$ cat src/rtl/fifo_stream_reader_pkg.sv
// Shared constants and types for the small stream adapters that sit behind the
// memory-directory FIFOs (2-entry output buffering, 1-cycle read latency).
package fifo_stream_reader_pkg;

  localparam int BUF_DEPTH = 2;
  localparam int BUF_PTR_W = 1;

  typedef logic [1:0] occ_t;

  // True when a new read can be issued without the buffer overflowing
  // once every word already in flight has landed.
  function automatic logic has_room(input occ_t occ, input logic inflight, input logic pop);
    logic [2:0] w_used;
    w_used = {1'b0, occ} + {2'b00, inflight} - {2'b00, pop};
    return w_used < 3'(BUF_DEPTH);
  endfunction

endpackage

$ cat src/rtl/fifo_stream_reader_if.sv
// FIFO read-side and output-stream signals of fifo_stream_reader.
// master = the reader itself, slave = the FIFO/consumer environment.
interface fifo_stream_reader_if #(
  parameter int WIDTH = 8
);
  logic             fifo_empty;
  logic             fifo_read_req;
  logic [WIDTH-1:0] fifo_read_data;
  logic             m_valid;
  logic [WIDTH-1:0] m_data;
  logic             m_ready;

  modport master (
    input  fifo_empty,
    input  fifo_read_data,
    input  m_ready,
    output fifo_read_req,
    output m_valid,
    output m_data
  );

  modport slave (
    output fifo_empty,
    output fifo_read_data,
    output m_ready,
    input  fifo_read_req,
    input  m_valid,
    input  m_data
  );
endinterface

$ cat src/rtl/fifo_stream_reader_stream_skid_buf.sv
// Two-entry register buffer: words are pushed at the write pointer and presented
// at the read pointer; clear empties it and re-aligns both pointers.
module stream_skid_buf
  import fifo_stream_reader_pkg::*;
#(
  parameter int WIDTH = 8
) (
  input  logic             clk,
  input  logic             rst,
  input  logic             clear,
  input  logic             push,
  input  logic [WIDTH-1:0] push_data,
  input  logic             pop,
  output logic             m_valid,
  output logic [WIDTH-1:0] m_data,
  output occ_t             occ
);

  logic [BUF_PTR_W-1:0]              r_wr_ptr;
  logic [BUF_PTR_W-1:0]              r_rd_ptr;
  occ_t                              r_occ;
  logic [BUF_DEPTH-1:0][WIDTH-1:0]   w_words;

  for (genvar gi = 0; gi < BUF_DEPTH; gi++) begin : g_entry
    logic [WIDTH-1:0] r_word;

    always_ff @(posedge clk or posedge rst) begin
      if (rst) begin
        r_word <= '0;
      end else if (push && !clear && (r_wr_ptr == BUF_PTR_W'(gi))) begin
        r_word <= push_data;
      end
    end

    assign w_words[gi] = r_word;
  end

  always_ff @(posedge clk or posedge rst) begin
    if (rst) begin
      r_wr_ptr <= '0;
      r_rd_ptr <= '0;
      r_occ    <= '0;
    end else if (clear) begin
      r_wr_ptr <= '0;
      r_rd_ptr <= '0;
      r_occ    <= '0;
    end else begin
      if (push) begin
        r_wr_ptr <= r_wr_ptr + BUF_PTR_W'(1);
      end
      if (pop) begin
        r_rd_ptr <= r_rd_ptr + BUF_PTR_W'(1);
      end
      // Simultaneous push and pop leaves the occupancy unchanged.
      r_occ <= r_occ + occ_t'(push) - occ_t'(pop);
    end
  end

  assign m_valid = (r_occ != '0);
  assign m_data  = w_words[r_rd_ptr];
  assign occ     = r_occ;

endmodule

$ cat src/rtl/fifo_stream_reader.sv
// Pulls words from fifo_top, hides its 1-cycle read latency behind a 2-entry
// buffer and presents them as a valid/ready stream with a delivered-word count.
module fifo_stream_reader
  import fifo_stream_reader_pkg::*;
#(
  parameter int WIDTH   = 8,
  parameter int COUNT_W = 16
) (
  input  logic                 clk,
  input  logic                 rst,
  input  logic                 flush,
  fifo_stream_reader_if.master bus,
  output logic [COUNT_W-1:0]   word_count
);

  occ_t               w_occ;
  logic               w_valid;
  logic [WIDTH-1:0]   w_data;
  logic               w_pop;
  logic               w_push;
  logic               w_read_req;
  logic               r_inflight;
  logic [COUNT_W-1:0] r_word_count;

  assign w_pop = w_valid && bus.m_ready;

  // m_ready feeds the request directly so a slot freed this cycle can be
  // refilled at once; rst is included so the request drops asynchronously.
  assign w_read_req = !rst && !flush && !bus.fifo_empty && has_room(w_occ, r_inflight, w_pop);

  assign w_push = r_inflight && !flush;

  always_ff @(posedge clk or posedge rst) begin
    if (rst) begin
      r_inflight   <= 1'b0;
      r_word_count <= '0;
    end else begin
      r_inflight <= w_read_req;
      if (w_pop) begin
        r_word_count <= r_word_count + COUNT_W'(1);
      end
    end
  end

  stream_skid_buf #(
    .WIDTH(WIDTH)
  ) u_skid_buf (
    .clk      (clk),
    .rst      (rst),
    .clear    (flush),
    .push     (w_push),
    .push_data(bus.fifo_read_data),
    .pop      (w_pop),
    .m_valid  (w_valid),
    .m_data   (w_data),
    .occ      (w_occ)
  );

  assign bus.fifo_read_req = w_read_req;
  assign bus.m_valid       = w_valid;
  assign bus.m_data        = w_data;
  assign word_count        = r_word_count;

endmodule

$ cat src/flat_wrapper.sv
// flat-port wrapper written by rule: the top's interface ports become plain ports
module fifo_stream_reader_flat import fifo_stream_reader_pkg::*;
#(
  parameter int WIDTH   = 8,
  parameter int COUNT_W = 16
)
  (clk, rst, flush, word_count, bus_fifo_empty, bus_fifo_read_data, bus_m_ready, bus_fifo_read_req, bus_m_valid, bus_m_data);
  fifo_stream_reader_if #(.WIDTH(WIDTH)) bus_i ();
  input  logic clk;
  input  logic rst;
  input  logic flush;
  output logic [COUNT_W-1:0] word_count;
  input wire logic [$bits(bus_i.fifo_empty)-1:0] bus_fifo_empty;
  input wire logic [$bits(bus_i.fifo_read_data)-1:0] bus_fifo_read_data;
  input wire logic [$bits(bus_i.m_ready)-1:0] bus_m_ready;
  output wire logic [$bits(bus_i.fifo_read_req)-1:0] bus_fifo_read_req;
  output wire logic [$bits(bus_i.m_valid)-1:0] bus_m_valid;
  output wire logic [$bits(bus_i.m_data)-1:0] bus_m_data;
  assign bus_i.fifo_empty = bus_fifo_empty;
  assign bus_i.fifo_read_data = bus_fifo_read_data;
  assign bus_i.m_ready = bus_m_ready;
  assign bus_fifo_read_req = bus_i.fifo_read_req;
  assign bus_m_valid = bus_i.m_valid;
  assign bus_m_data = bus_i.m_data;
  fifo_stream_reader #(.WIDTH(WIDTH), .COUNT_W(COUNT_W)) u_core (.clk(clk), .rst(rst), .flush(flush), .bus(bus_i), .word_count(word_count));
endmodule
$ cat config.mk
export PLATFORM = sky130hd
export DESIGN_NAME = fifo_stream_reader_flat
export DESIGN_NICKNAME = d
export VERILOG_FILES = /design/src/rtl/fifo_stream_reader_pkg.sv /design/src/rtl/fifo_stream_reader_if.sv /design/src/rtl/fifo_stream_reader_stream_skid_buf.sv /design/src/rtl/fifo_stream_reader.sv /design/src/flat_wrapper.sv
export SDC_FILE = /design/constraint.sdc
export NUM_CORES = 1
export LEC_CHECK = 0
export CORE_ASPECT_RATIO = 0.9
export CORE_MARGIN = 2
export CORE_UTILIZATION = 30
export CTS_BUF_LIST = sky130_fd_sc_hd__clkbuf_8 sky130_fd_sc_hd__clkbuf_16
export DETAILED_ROUTE_END_ITERATION = 8
export GPL_TIMING_DRIVEN = 0
export PLACE_DENSITY = 0.54
export SYNTH_ARGS = -nofsm -noshare
export SYNTH_HDL_FRONTEND = slang
export SYNTH_HIERARCHICAL = 1
export SYNTH_SLANG_ARGS = --single-unit
$ cat constraint.sdc
create_clock -name clk -period 3.24 [get_ports clk]
set_input_delay 0.648 -clock clk [delete_from_list [all_inputs] [get_ports clk]]
set_output_delay 0.648 -clock clk [all_outputs]
set_load 0.02 [all_outputs]
==> results of run 1 <==
[critical path, stage by stage, from the launching register on]
cell and delay, ns:
dfrtp_1 0.39, or2_4 0.28, nand2_4 0.09, inv_2 0.04, ha_1 0.28, nand2b_4 0.14, fa_1 0.48, nand2b_1 0.07
nor4_2 0.26, buf_4 0.19
[sequential cells by signal, summed over array words and instances, names as in the netlist]
name	flops
u_core/r_inflight	1
u_core/word_count	16
u_core/u_skid_buf/r_rd_ptr	1
u_core/u_skid_buf/g_entry.r_word	16
u_core/u_skid_buf/occ	2
u_core/u_skid_buf/r_wr_ptr	1
[layout make-up]
class,count,area (um^2),share of cell area [%]
Clock buffer,5,68.8,2.99
Timing Repair Buffer,43,414,18.0
Buffer,1,5.00,0.217
Clock inverter,3,13.8,0.598
Tap cell,67,83.8,3.64
Inverter,7,26.3,1.14
Sequential cell,37,926,40.2
Multi-Input combinational cell,84,766,33.2
[synth_stat cells, types with 2 or more instances]
library cell	instances	area, um^2
dfrtp_1	37	926
mux2_2	25	282
xnor2_1	13	114
inv_1	7	26.3
nor2_1	7	26.3
nand2_1	6	22.5
xor2_1	5	43.8
ha_1	4	50.1
nand3_1	4	20.0
and3_1	3	18.8
nand4_1	3	18.8
nand2b_1	2	12.5
[routing by layer]
layer | vias up | GRT usage, % | part of all wire, %
met3 | 5 | 4.44 | 7.1
met1 | 558 | 12.8 | 42
met4 | 0 | 3.28 | 0.75
li1 | 540 | - | -
met2 | 33 | 20.5 | 50
met5 | - | 0 | 0
[through the flow]
stage,cell area (um^2),instances
2_1_floorplan,1710,129
3_3_place_gp,2170,234
3_5_place_dp,2170,234
4_1_cts,2280,245
5_1_grt,2300,247
6_report,2300,247
[power by group through the flow]
stage / clock (mW) / sequential (mW) / combinational (mW)
after detailed placement: 0 / 0.653 / 0.692
final: 0.306 / 0.638 / 0.754
after global routing: 0.342 / 0.653 / 0.810
after global placement: 0 / 0.644 / 0.677
after CTS: 0.318 / 0.637 / 0.736
after floorplan: 0 / 0.660 / 0.407
[path summary, 6_finish.rpt]
check,endpoint,slack [ns],cells past startpoint
max,bus_fifo_read_req,0.08,9
min,u_core/word_count[15],0.48,1
max reg2reg,u_core/r_inflight,1.11,8
min reg2reg,u_core/word_count[15],0.48,1
max in group asynchronous,u_core/u_skid_buf/g_entry[1].r_word[3],1.89,2
min in group asynchronous,u_core/r_inflight,0.82,2
[cells by family after synthesis]
group / count (synthesis)
flops: 37
simple gates: 35
mux: 25
xor+xnor: 19
buf+inv: 8
fa+ha+maj: 5
[timing repair]
item,in CTS,in global routing
resized for setup,10,2
pin swaps,1,2
buffers inserted,3,2
setup endpoints to repair,1,1
==> impl_results.md, run 1 <==
- Mapped Area: ~1700 um^2
- Net Sw Power: roughly 570 uW
- Main flop type after synthesis: dfrtp_1
- Synthesized Nets: roughly 150
- Root Driver: clkbuf_8
- Fmax: around 320 MHz
- I/O Buffers: 38
- Crit-path max FO: 4
- Post-Route Utilization: between 40% and 50%
- CTS Buffer Depth: 2
- Die Ht: 75.4 um
- Switch share: approximately 34%
- Yosys cell types: 25
- Slew headroom: 50.2%
- DRT iter0 DRCs: 16
- Post-synthesis mux area share: between 15 and 20%
- First-pass GRT wire length: around 5500 um
- MaxCap Viol Count: 0
- Seq cells post-synth: 37
- Logic pwr share: roughly 44%
- Vias in the first global route: 1219
- Worst r2r src: u_core/u_skid_buf/occ[1]
- Clk Latency, worst-skew pair: roughly 0.28 ns
- Gpl congestion: 0.752
- HP Class: reg2reg
- Clock transition at path regs: 0.07 ns
- Worst Max-Slew Pin Slew: ~0.75 ns
- Synth warnings: 6
- Row cnt: 25
- Sequential share of power: between 30% and 40%
- Routed vias: about 1100
- Post-synthesis simple-gate area fraction: between 10% and 20%
- Min-delay src: u_core/word_count[15]
- Final Max Slew Viols: 0
- Hold_buf cts: 0
- Ys async rst share: 100%
- Post-Synthesis Cells: 129
- Post-route DRC: 0
- Sequential area share after synthesis: a little over half
- Worst vdd ir: 0.363 mV
- Vias per std cell: about 4.6
- CP Class: reg2out
- Clock power share: between 10% and 20%
- WL/cell: between 10 and 15 um
- Fin crit share: approximately 98%
- Share of layout cells above drive strength 1: between 20% and 30%
- Die X: 83.3 um
- Layout Nets: 197
- Number of synthesized flops with an enable pin: 0
- P&R area growth vs syn: 35.6%
- Commonest cells after routing, fill and taps aside: dfrtp_1, clkdlybuf4s50_1, mux2_2
- Critical path arrival: between 2 and 3 ns
- Drt total wl: roughly 3300 um
- Diode count: 0
- CTS tree: yes
- Status: finished, final reports clean
- Pin count of the biggest net entering global routing: 21
- Syn Area/Cell: around 13 um^2
- Power Total: about 1.7 mW
- Num Clock Sinks: 37
- Filler cells: 513
- Leakage dissipation: around 1.1 nW
- Antenna viol nets, final: 0
- CTS Buf Count: 5
- IO Count: 39
- CP Data Required Time: roughly 2.6 ns
- Worst setup margin: 0.0806 ns
- Die area: ~6300 um^2
- CP startpoint: u_core/u_skid_buf/occ[1]
- Fin Setup TNS: 0 ns
- Internal power: 1.12 mW
- Initial core utilization: about a third
- Final hold violations: 0
- CP startpoint kind: flop
- Layout Skew: a little under 0.01 ns
- Fin crit period: 3.16 ns
- Most common cell after layout, fill and taps aside: dfrtp_1
- Xor/xnor share of the synthesized area: roughly a tenth
- GRT Resource Usage Total: 11.4%
- Power Density: 737 nW/um^2
- Pre-CTS setup slack: -0.825 ns
- Grt total ovfl: 0
- Setup violators final: 0
- Largest family of logic cells by synthesized area: multiplexers
- Post-synthesis compound-gate area fraction: 0%
- Drt pass-1 iters: 4
- Initial antenna violation count: 0
- Detail Placement HPWL: between 2000 and 2500 um
- Post-Synth Adder-Cell Area: about 4.1%
- RSZ-0062 raised after global routing: false
- H-tree Lvls: 2
- Hold slack final: 0.481 ns
- Crit end category: primary output
- Core area: 5350 um^2
Note: power is estimated with default switching activity, not from simulation.
==> run 2: changes to the inputs <==
--- a/config.mk
+++ b/config.mk
@@ -9,6 +9,7 @@
 export CORE_MARGIN = 2
 export CORE_UTILIZATION = 30
 export CTS_BUF_LIST = sky130_fd_sc_hd__clkbuf_8 sky130_fd_sc_hd__clkbuf_16
+export CTS_CLUSTER_SIZE = 24
 export DETAILED_ROUTE_END_ITERATION = 8
 export GPL_TIMING_DRIVEN = 0
 export PLACE_DENSITY = 0.54
==> results of run 2 <==
The final DEF is identical to that of run 1; final timing and power are the same.
==> RTL change (flow settings as in run 1) <==
Put one more register stage on the output `word_count`, cleared by the reset. The value now appears one clock later. The other outputs are not delayed to match.
--- a/src/rtl/fifo_stream_reader.sv
+++ b/src/rtl/fifo_stream_reader.sv
@@ -59,7 +59,13 @@
   assign bus.fifo_read_req = w_read_req;
   assign bus.m_valid       = w_valid;
   assign bus.m_data        = w_data;
-  assign word_count        = r_word_count;
+  always_ff @(posedge clk or posedge rst) begin
+    if (rst) begin
+      word_count <= '0;
+    end else begin
+      word_count <= r_word_count;
+    end
+  end
 
 endmodule
 
Check against the original RTL: not equivalent (a bounded check fails within 4 cycles, from zero or initial values and one cycle with rst high).
==> RTL change against run 1 <==
First-iteration DRC count rose by 44%. Largest cell class unchanged. Clock power up 16%. Critical endpoint unchanged. Wire length increased by 10%. Combinational power increased by 6.5%. Power rose by 19%. Core utilization decreased by 2.3 points. Die area grew 24%. Area after synthesis grew 25%. Cell area is 23% higher. Register-to-register slack lost 0.77 ns. Sequential cell count is 16 higher. Count of clock-buffer cells in the layout is the same. Setup slack improved by 0.011 ns. Hold slack got worse by 0.077 ns.
==> RTL change: results (changes against run 1) <==
TIMING.CLOCK.SKEW_NS=0.005973  # -0.003873 ns
CP.ARRIVAL_NS=2.50  # about the same
SYNTH.NET_COUNT=163  # +11%
POWER_DENSITY_nW_PER_UM2=712.6  # -3.3%
ROWS=29  # +16%
AREA_OF_THE_MULTI_INPUT_GATES_UM2=798.3  # +4.2%
YS_TOP_CELLS_BY_AREA='dfrtp_1 (62%), mux2_2 (13%), xnor2_1 (5.8%)'
OUTCOME='completed'
SYNTH_SEQ_CELLS=53  # +43%
WORST_HOLD_STARTPOINT='u_core/r_word_count[15]'
LAYOUT-DRIVE-GT1-SHARE_PCT=29.56  # +2.9 points
N_MULTI_INPUT_COMBINATIONAL_CELL=83  # -1.2%
GRT_PASS1_WL_UM=6168  # +11%
CTS_SETUP_BUFFERS=11  # +8
RRSETUPSLACK_NS=0.34  # -0.77 ns
NON_CLOCK_INVERTER_COUNT=6  # -1
YOSYS.CELL_TYPES.COUNT=26  # +4.0%
NUM-NONCLK-BUFFERS=53  # +20%
GRT_PASS1_VIAS=1277  # +4.8%
SYNTH_COMMONEST_CELLS='dfrtp_1 (53), mux2_2 (25), xnor2_1 (14)'
SYNTHESIS.AREA_PER_INSTANCE_UM2=14.67  # +11%
CLK_LATENCY_NS=0.30  # +0.02 ns
ROUTE.FINAL.WIRE_LENGTH_UM=3681  # +10%
MET3_WIRELENGTH_UM=190  # -20%
FINISH.CELL_COUNT_WITHOUT_FILLERS=296  # +20%
AREA_DELTA_SYNTH_FINAL_PCT=33.59
PIN_COUNT_OF_THE_BIGGEST_NET_ENTERING_GLOBAL_ROUTING=34  # +62%
CRITPATHSLOWESTCELL='dfrtp_1'
MAX-VDD-IR-DROP_V=0.0002763  # -24%
## RTL change: cell types whose count changed after synthesis, moves of 2 or more
cell | before | now
nand4_1 | 3 | 7
buf_6 | 0 | 2
nand2_1 | 6 | 3
nand3_2 | 0 | 3
dfrtp_1 | 37 | 53
and3_1 | 3 | 1
## RTL change: worst min path at each step
stage | endpoint | slack, ns
floorplan | u_core/word_count[15] | 0.37
finish | u_core/word_count[15] | 0.40
global placement | u_core/word_count[15] | 0.38
detailed placement | u_core/word_count[15] | 0.38
CTS | u_core/word_count[15] | 0.41
global route | u_core/word_count[15] | 0.43
## RTL change: logic make-up (layout without fill, tap and decap cells)
logic type / Yosys count / in the layout / share of synthesized area [%]
muxes: 25 / 25 / 13.24
DFF: 53 / 53 / 62.35
and+or+nand+nor: 34 / 34 / 10.29
xor gates and xnor gates: 19 / 19 / 8.470
adders and majority gates: 5 / 5 / 3.294
buffers and inverters: 9 / 67 / 2.353
